==> config.mk <==
export PLATFORM = sky130hd
export DESIGN_NAME = fu_rdy_ctl_flat
export DESIGN_NICKNAME = d
export VERILOG_FILES = /design/src/rtl/fu_rdy_ctl_if.sv /design/src/rtl/fu_rdy_ctl.sv /design/src/flat_wrapper.sv
export SDC_FILE = /design/constraint.sdc
export NUM_CORES = 1
export LEC_CHECK = 0
export CORE_AREA = 3 3 40 42
export DETAILED_ROUTE_END_ITERATION = 10
export DIE_AREA = 0 0 43 45
export HOLD_SLACK_MARGIN = 0.05
export PLACE_DENSITY = 0.78
export REMOVE_ABC_BUFFERS = 1
export SYNTH_ARGS = -nofsm -noshare
export SYNTH_HDL_FRONTEND = slang
export SYNTH_SLANG_ARGS = --single-unit
==> constraint.sdc <==
create_clock -name clk -period 3.1 [get_ports clk]
set_clock_uncertainty 0.15 [all_clocks]
set_input_delay 0.31 -clock clk [delete_from_list [all_inputs] [get_ports clk]]
set_output_delay 0.31 -clock clk [all_outputs]
set_load 0.02 [all_outputs]
==> src/rtl/fu_rdy_ctl_if.sv <==
// Issue-select to execute handshake bundle for the function-unit ready tracker.
// Latency: none (wires only); the tracker registers everything it drives.
// Backpressure: the ready vector is the only backpressure; issue strobes carry no handshake of their own.
interface fu_rdy_ctl_if;
    logic       mul_iss_vld;
    logic       alu1_iss_vld;
    logic       alu2_iss_vld;
    logic       adr_iss_vld;
    logic       exe_stall;
    logic       dmem_stall;
    logic       flush;
    logic [3:0] fun_rdy_frm_exe;
    logic       mul_done;
    logic       iss_err;

    // Issue-select side: produces strobes and stalls, consumes the ready vector.
    modport master (
        output mul_iss_vld, alu1_iss_vld, alu2_iss_vld, adr_iss_vld,
        output exe_stall, dmem_stall, flush,
        input  fun_rdy_frm_exe, mul_done, iss_err
    );

    // Tracker side.
    modport slave (
        input  mul_iss_vld, alu1_iss_vld, alu2_iss_vld, adr_iss_vld,
        input  exe_stall, dmem_stall, flush,
        output fun_rdy_frm_exe, mul_done, iss_err
    );
endinterface

==> src/rtl/fu_rdy_ctl.sv <==
// Function-unit occupancy tracker: ready vector for MULT/ADD1/ADD2/ADDR, multiply-done pulse, sticky issue error.
// Latency: every output is a register; issue at t drops ready at t+1, mul_done at t+MUL_LAT.
// Backpressure: ready bit low means the unit must not issue; a violating issue is dropped and flagged.
// Optional FU_RDY_PERF_EN builds saturating per-unit accepted-issue counters on perf_cnt_flat.
module fu_rdy_ctl #(
    parameter int MUL_LAT   = 4,
    parameter int CNT_WIDTH = 4
`ifdef FU_RDY_PERF_EN
    ,
    parameter int PERF_WIDTH = 16
`endif
) (
    input  logic        clk,
    input  logic        rst,
    fu_rdy_ctl_if.slave bus
`ifdef FU_RDY_PERF_EN
    ,
    output logic [4*PERF_WIDTH-1:0] perf_cnt_flat
`endif
);

    typedef enum logic [1:0] {M_IDLE, M_BUSY, M_DONE} mul_state_t;
    typedef enum logic [1:0] {A_IDLE, A_BUSY, A_WAIT} adr_state_t;

    // Counter is loaded with MUL_LAT-2 so that BUSY lasts MUL_LAT-1 cycles.
    localparam logic [CNT_WIDTH-1:0] MUL_LOAD = CNT_WIDTH'(MUL_LAT - 2);
    localparam logic [CNT_WIDTH-1:0] CNT_ONE  = CNT_WIDTH'(1);

    mul_state_t           mul_state;
    logic [CNT_WIDTH-1:0] mul_cnt;
    logic                 mul_rdy;
    logic                 mul_done;
    adr_state_t           adr_state;
    logic                 adr_rdy;
    logic                 alu_hold;
    logic                 iss_err;
    logic [3:0]           fun_rdy;
    logic [3:0]           iss_vec;

    assign fun_rdy = {adr_rdy, ~alu_hold, ~alu_hold, mul_rdy};
    assign iss_vec = {bus.adr_iss_vld, bus.alu2_iss_vld, bus.alu1_iss_vld, bus.mul_iss_vld};

    assign bus.fun_rdy_frm_exe = fun_rdy;
    assign bus.mul_done        = mul_done;
    assign bus.iss_err         = iss_err;

    // Multiplier occupancy FSM; flush aborts the in-flight multiply without a done pulse.
    always_ff @(posedge clk) begin
        if (rst) begin
            mul_state <= M_IDLE;
            mul_cnt   <= '0;
            mul_rdy   <= 1'b1;
            mul_done  <= 1'b0;
        end else if (bus.flush) begin
            mul_state <= M_IDLE;
            mul_cnt   <= '0;
            mul_rdy   <= 1'b1;
            mul_done  <= 1'b0;
        end else begin
            mul_done <= 1'b0;
            case (mul_state)
                M_IDLE: begin
                    if (bus.mul_iss_vld) begin
                        mul_state <= M_BUSY;
                        mul_cnt   <= MUL_LOAD;
                        mul_rdy   <= 1'b0;
                    end
                end
                M_BUSY: begin
                    // Issues seen here are illegal and leave the countdown untouched.
                    if (mul_cnt == '0) begin
                        mul_state <= M_DONE;
                        mul_rdy   <= 1'b1;
                        mul_done  <= 1'b1;
                    end else begin
                        mul_cnt <= mul_cnt - CNT_ONE;
                    end
                end
                M_DONE: begin
                    // Back-to-back issue in the done cycle restarts without a bubble.
                    if (bus.mul_iss_vld) begin
                        mul_state <= M_BUSY;
                        mul_cnt   <= MUL_LOAD;
                        mul_rdy   <= 1'b0;
                    end else begin
                        mul_state <= M_IDLE;
                        mul_rdy   <= 1'b1;
                    end
                end
                default: begin
                    mul_state <= M_IDLE;
                    mul_cnt   <= '0;
                    mul_rdy   <= 1'b1;
                end
            endcase
        end
    end

    // Address-unit FSM: one busy cycle, then held for as long as data memory stalls.
    always_ff @(posedge clk) begin
        if (rst) begin
            adr_state <= A_IDLE;
            adr_rdy   <= 1'b1;
        end else begin
            case (adr_state)
                A_IDLE: begin
                    if (bus.adr_iss_vld) begin
                        adr_state <= A_BUSY;
                        adr_rdy   <= 1'b0;
                    end
                end
                A_BUSY: begin
                    if (bus.dmem_stall) begin
                        adr_state <= A_WAIT;
                    end else begin
                        adr_state <= A_IDLE;
                        adr_rdy   <= 1'b1;
                    end
                end
                A_WAIT: begin
                    if (!bus.dmem_stall) begin
                        adr_state <= A_IDLE;
                        adr_rdy   <= 1'b1;
                    end
                end
                default: begin
                    adr_state <= A_IDLE;
                    adr_rdy   <= 1'b1;
                end
            endcase
        end
    end

    // Adders are fully pipelined; only a stalled execute stage withholds them, one cycle late.
    always_ff @(posedge clk) begin
        if (rst) begin
            alu_hold <= 1'b0;
        end else begin
            alu_hold <= bus.exe_stall;
        end
    end

    // Sticky flag for any issue against a registered not-ready bit.
    always_ff @(posedge clk) begin
        if (rst) begin
            iss_err <= 1'b0;
        end else if ((iss_vec & ~fun_rdy) != 4'b0000) begin
            iss_err <= 1'b1;
        end
    end

`ifdef FU_RDY_PERF_EN
    logic [PERF_WIDTH-1:0] perf_cnt [4];
    logic [3:0]            perf_acc;

    // A flushed multiply issue is dropped, so it is not counted.
    assign perf_acc = iss_vec & fun_rdy & {3'b111, ~bus.flush};

    assign perf_cnt_flat = {perf_cnt[3], perf_cnt[2], perf_cnt[1], perf_cnt[0]};

    // Saturating accepted-issue counters, one per unit.
    always_ff @(posedge clk) begin
        for (int i = 0; i < 4; i++) begin
            if (rst) begin
                perf_cnt[i] <= '0;
            end else if (perf_acc[i] && (perf_cnt[i] != '1)) begin
                perf_cnt[i] <= perf_cnt[i] + PERF_WIDTH'(1);
            end
        end
    end
`endif

endmodule

==> src/flat_wrapper.sv <==
// flat-port wrapper written by rule: the top's interface ports become plain ports
module fu_rdy_ctl_flat 
#(
    parameter int MUL_LAT   = 4,
    parameter int CNT_WIDTH = 4

)
  (clk, rst, bus_mul_iss_vld, bus_alu1_iss_vld, bus_alu2_iss_vld, bus_adr_iss_vld, bus_exe_stall, bus_dmem_stall, bus_flush, bus_fun_rdy_frm_exe, bus_mul_done, bus_iss_err);
  fu_rdy_ctl_if bus_i ();
  input  logic clk;
  input  logic rst;
  input wire logic [$bits(bus_i.mul_iss_vld)-1:0] bus_mul_iss_vld;
  input wire logic [$bits(bus_i.alu1_iss_vld)-1:0] bus_alu1_iss_vld;
  input wire logic [$bits(bus_i.alu2_iss_vld)-1:0] bus_alu2_iss_vld;
  input wire logic [$bits(bus_i.adr_iss_vld)-1:0] bus_adr_iss_vld;
  input wire logic [$bits(bus_i.exe_stall)-1:0] bus_exe_stall;
  input wire logic [$bits(bus_i.dmem_stall)-1:0] bus_dmem_stall;
  input wire logic [$bits(bus_i.flush)-1:0] bus_flush;
  output wire logic [$bits(bus_i.fun_rdy_frm_exe)-1:0] bus_fun_rdy_frm_exe;
  output wire logic [$bits(bus_i.mul_done)-1:0] bus_mul_done;
  output wire logic [$bits(bus_i.iss_err)-1:0] bus_iss_err;
  assign bus_i.mul_iss_vld = bus_mul_iss_vld;
  assign bus_i.alu1_iss_vld = bus_alu1_iss_vld;
  assign bus_i.alu2_iss_vld = bus_alu2_iss_vld;
  assign bus_i.adr_iss_vld = bus_adr_iss_vld;
  assign bus_i.exe_stall = bus_exe_stall;
  assign bus_i.dmem_stall = bus_dmem_stall;
  assign bus_i.flush = bus_flush;
  assign bus_fun_rdy_frm_exe = bus_i.fun_rdy_frm_exe;
  assign bus_mul_done = bus_i.mul_done;
  assign bus_iss_err = bus_i.iss_err;
  fu_rdy_ctl #(.MUL_LAT(MUL_LAT), .CNT_WIDTH(CNT_WIDTH)) u_core (.clk(clk), .rst(rst), .bus(bus_i));
endmodule
==> impl_metrics.xml <==
<?xml version="1.0" encoding="UTF-8"?>
<metrics>
  <group name="run_status">
    <metric name="run_status" unit="">finished, final reports clean</metric>
  </group>
  <group name="global_routing">
    <metric name="maximum_number_of_pins_on_one_net_before_global_route_repair" unit="">8</metric>
    <metric name="grt_antenna_before_repair" unit="">0</metric>
    <metric name="track_usage" unit="">0.1484</metric>
    <metric name="globalRouteOverflowTotal" unit="">0</metric>
    <metric name="grt_first_pass_wirelength" unit="µm">2090</metric>
    <metric name="number_of_global_route_vias_before_repair" unit="">521</metric>
  </group>
  <group name="clock_network">
    <metric name="tritoncts_num_sinks" unit="">13</metric>
    <metric name="worstSkewPairLatency" unit="ns">0.28</metric>
    <metric name="post_cts_buffers" unit="">0</metric>
    <metric name="clock_tree.buffer_depth" unit="">2</metric>
    <metric name="cts_root_buf" unit="">sky130_fd_sc_hd__clkbuf_4</metric>
    <metric name="cts_hold_repair.buffers" unit="">0</metric>
    <metric name="htree_levels" unit="">1</metric>
    <metric name="clk_pin_slew" unit="ns">0.08</metric>
    <metric name="cts_inserted_buffers" unit="">3</metric>
    <metric name="ctsResizeCount" unit="">0</metric>
    <metric name="tritoncts" unit="">yes</metric>
  </group>
  <group name="job">
    <metric name="drv_cap" unit="">0</metric>
  </group>
  <group name="yosys">
    <metric name="post_synth_fa_ha_maj_area_fraction" unit="">0.1161</metric>
    <metric name="postSynth.topFlopCell" unit="">sky130_fd_sc_hd__dfxtp_1</metric>
    <metric name="ys_ff_latch" unit="">13</metric>
    <metric name="yosys-mux-area-fraction" unit="">0.01547</metric>
    <metric name="fraction_of_the_mapped_netlist_area_in_compound_gates" unit="">0.1992</metric>
    <metric name="post_synth_most_frequent_cells" unit="">sky130_fd_sc_hd__dfxtp_1, sky130_fd_sc_hd__inv_1, sky130_fd_sc_hd__a21oi_1, sky130_fd_sc_hd__ha_1</metric>
    <metric name="yosys.cell_count.top_type" unit="">sky130_fd_sc_hd__dfxtp_1</metric>
    <metric name="synth-edff-count" unit="">0</metric>
    <metric name="synthesized_area_per_cell" unit="µm²">8.984</metric>
    <metric name="ys_types" unit="">25</metric>
    <metric name="synth.yosys.warnings" unit="">0</metric>
    <metric name="synth_top_cell_area_share" unit="">0.4023</metric>
    <metric name="synth.cell_area" unit="µm²">646.9</metric>
    <metric name="synthSimpleGateAreaFrac" unit="">0.1857</metric>
    <metric name="syn-instance-count" unit="">72</metric>
    <metric name="synth_top_family_by_area" unit="">compound AO/OA/AOI/OAI gates</metric>
    <metric name="yosys.area.top_type" unit="">sky130_fd_sc_hd__dfxtp_1</metric>
    <metric name="synth_xor_xnor_area_share" unit="">0</metric>
    <metric name="synthTopCellsByArea" unit="">sky130_fd_sc_hd__dfxtp_1, sky130_fd_sc_hd__ha_1, sky130_fd_sc_hd__a21oi_1, sky130_fd_sc_hd__inv_1, sky130_fd_sc_hd__buf_4</metric>
    <metric name="synth_sequential_area_ratio" unit="">0.4023</metric>
    <metric name="async_flop_share" unit="">0</metric>
  </group>
  <group name="place">
    <metric name="dpl.cell_count" unit="">98</metric>
    <metric name="post_dp_cell_area" unit="µm²">783.3</metric>
    <metric name="io_buf_count" unit="">14</metric>
    <metric name="dpl.hpwl" unit="µm">950.2</metric>
    <metric name="gp_congestion" unit="">0.7830</metric>
  </group>
  <group name="sta">
    <metric name="finalCriticalPeriod" unit="ns">1.834</metric>
    <metric name="rsz0062_at_grt" unit="">false</metric>
    <metric name="tightest_slew" unit="ns">0.2885</metric>
    <metric name="timing.final.setup_violations" unit="">0</metric>
    <metric name="final.period_utilization" unit="">0.5915</metric>
    <metric name="tns" unit="ns">0</metric>
    <metric name="maxSlewViolCount" unit="">0</metric>
    <metric name="hold_viol" unit="">0</metric>
    <metric name="timing.slew.headroom" unit="">0.8068</metric>
    <metric name="peak_clock_frequency_supported_by_timing" unit="MHz">545.3</metric>
  </group>
  <group name="worst_setup_path">
    <metric name="regToRegSetupSlack" unit="ns">1.27</metric>
    <metric name="worst_ep_arrival_time" unit="ns">1.89</metric>
    <metric name="timing.critical_path.fanout_max" unit="">5</metric>
    <metric name="r2r_startpoint" unit="">u_core.mul_cnt[0]</metric>
    <metric name="crit_path_end_kind" unit="">register</metric>
    <metric name="critical_path.reg2reg.endpoint" unit="">u_core.mul_cnt[3]</metric>
    <metric name="cp-endpoint" unit="">u_core.mul_cnt[3]</metric>
    <metric name="crit_start" unit="">u_core.mul_cnt[0]</metric>
    <metric name="cp.required" unit="ns">3.16</metric>
    <metric name="critical_path_type" unit="">reg2reg</metric>
    <metric name="setup.worst_path.start_class" unit="">register</metric>
    <metric name="r2r_cells" unit="">6</metric>
  </group>
  <group name="route">
    <metric name="detail_route.iter0.violations" unit="">5</metric>
    <metric name="postRouteAntennaNets" unit="">0</metric>
    <metric name="routed_wl" unit="µm">1183</metric>
    <metric name="first_pass_iters" unit="">4</metric>
    <metric name="dr_total_vias" unit="">534</metric>
    <metric name="remaining_drc_errors" unit="">0</metric>
    <metric name="per_cell_via_count_in_the_routed_design" unit="">5.235</metric>
    <metric name="wire_per_inst" unit="µm">11.60</metric>
  </group>
  <group name="die">
    <metric name="floorplan.die.height" unit="µm">45</metric>
    <metric name="io-pin-count" unit="">15</metric>
    <metric name="core-area" unit="µm²">1285</metric>
    <metric name="floorplan.initialDensity" unit="">0.5034</metric>
    <metric name="design.die.area" unit="µm²">1935</metric>
    <metric name="floorplan_row_count" unit="">13</metric>
    <metric name="floorplan_die_width" unit="µm">43</metric>
  </group>
  <group name="pwr">
    <metric name="power-per-cell-area" unit="nW/µm²">454.5</metric>
    <metric name="total_leakage_power" unit="nW">0.3375</metric>
    <metric name="worst_ir_drop_vdd" unit="µV">357.4</metric>
  </group>
  <group name="cells_and_area">
    <metric name="area_growth_syn_to_layout" unit="%">25.15</metric>
    <metric name="antenna_cells" unit="">0</metric>
    <metric name="drive_gt1_frac" unit="">0.08046</metric>
    <metric name="postLayoutCellArea" unit="µm²">809.5</metric>
    <metric name="final_cell_count_no_fill" unit="">102</metric>
    <metric name="num-nets-final" unit="">103</metric>
  </group>
  <group name="worst_hold_path">
    <metric name="timing.hold.worst.class" unit="">reg2reg</metric>
  </group>
</metrics>
==> final cells by class <==
cell class | instances | area (µm²)
fill | 112 | 475.5
multi-input combinational | 48 | 334.1
sequential | 13 | 260.3
timing repair buffer | 14 | 140.1
inverter | 8 | 30.03
clock buffer | 4 | 26.28
tap | 15 | 18.77
==> critical path, cell delays in order (launching register included) <==
cell and delay [ns]:
sky130_fd_sc_hd__dfxtp_1 0.36, sky130_fd_sc_hd__inv_1 0.09, sky130_fd_sc_hd__ha_1 0.21, sky130_fd_sc_hd__nor3b_2 0.18, sky130_fd_sc_hd__o2bb2ai_1 0.18, sky130_fd_sc_hd__or3_1 0.38, sky130_fd_sc_hd__a211oi_2 0.20
==> metrics by stage <==
stage               total power [W]  hold slack, ns  worst slack [ns]  utilization
floorplan                 0.0002371          0.2291             1.420            -
global placement          0.0002680          0.3271             1.291       0.6095
detailed placement        0.0002699          0.3301             1.279       0.6095
CTS                       0.0003728          0.3410             1.258       0.6300
global route              0.0003909          0.3687             1.172       0.6300
finish                    0.0003679          0.3400             1.266       0.6300
==> state kept, by name, summed over array words and instances, names as in the netlist <==
| name | cells |
|---|---|
| u_core.adr_state | 2 |
| u_core.mul_rdy | 1 |
| u_core.adr_rdy | 1 |
| u_core.mul_cnt | 4 |
| u_core.alu_hold | 1 |
| u_core.bus.mul_done | 1 |
| u_core.bus.iss_err | 1 |
| u_core.mul_state | 2 |
==> logic make-up (layout without fill, tap and decap cells) <==
| kind of cell | after synthesis | after routing |
|---|---|---|
| compound gates | 20 | 20 |
| fa+ha+maj | 6 | 6 |
| buf+inv | 11 | 26 |
| flops | 13 | 13 |
| mux | 1 | 1 |
| simple gates | 21 | 21 |
==> worst min path at each step <==
stage,from,end,slack (ns),cells past startpoint
2_1_floorplan,rst,u_core.adr_state[1],0.23,1
3_3_place_gp,u_core.mul_cnt[0],u_core.mul_cnt[0],0.33,2
3_5_place_dp,u_core.mul_cnt[0],u_core.mul_cnt[0],0.33,2
4_1_cts,u_core.mul_cnt[0],u_core.mul_cnt[0],0.34,2
5_1_grt,u_core.mul_cnt[0],u_core.mul_cnt[0],0.37,2
6_report,u_core.mul_cnt[0],u_core.mul_cnt[0],0.34,2
==> metal layers <==
layer	GRT usage	share of wire	vias to the layer above
met5	0	0	-
met4	0.05422	0.014	0
met3	0.08367	0.076	4
met2	0.2425	0.48	16
met1	0.1622	0.43	236
li1	-	-	278
==> power breakdown <==
| part | switching (W) | internal, W |
|---|---|---|
| registers | 0.00000745 | 0.000177 |
| logic | 0.0000407 | 0.0000405 |
| clock network | 0.0000519 | 0.0000499 |
| total | 0.000100 | 0.000268 |
==> cell usage in the layout (no fill, tap or decap), types with 2 or more instances in the layout <==
cell type | synthesis | routed
sky130_fd_sc_hd__a21oi_1 | 7 | 7
sky130_fd_sc_hd__or3_1 | 2 | 2
sky130_fd_sc_hd__a211oi_1 | 2 | 2
sky130_fd_sc_hd__clkbuf_4 | 0 | 3
sky130_fd_sc_hd__and3_1 | 2 | 2
sky130_fd_sc_hd__nor3_1 | 2 | 2
sky130_fd_sc_hd__nor2b_1 | 2 | 2
sky130_fd_sc_hd__ha_1 | 6 | 6
sky130_fd_sc_hd__nand2_1 | 4 | 4
sky130_fd_sc_hd__o21ai_0 | 4 | 4
sky130_fd_sc_hd__clkdlybuf4s50_1 | 0 | 14
sky130_fd_sc_hd__inv_1 | 8 | 8
sky130_fd_sc_hd__dfxtp_1 | 13 | 13
sky130_fd_sc_hd__nor2_1 | 4 | 4
sky130_fd_sc_hd__nand3_1 | 2 | 2
No activity file was read; power rests on OpenSTA's default activity.
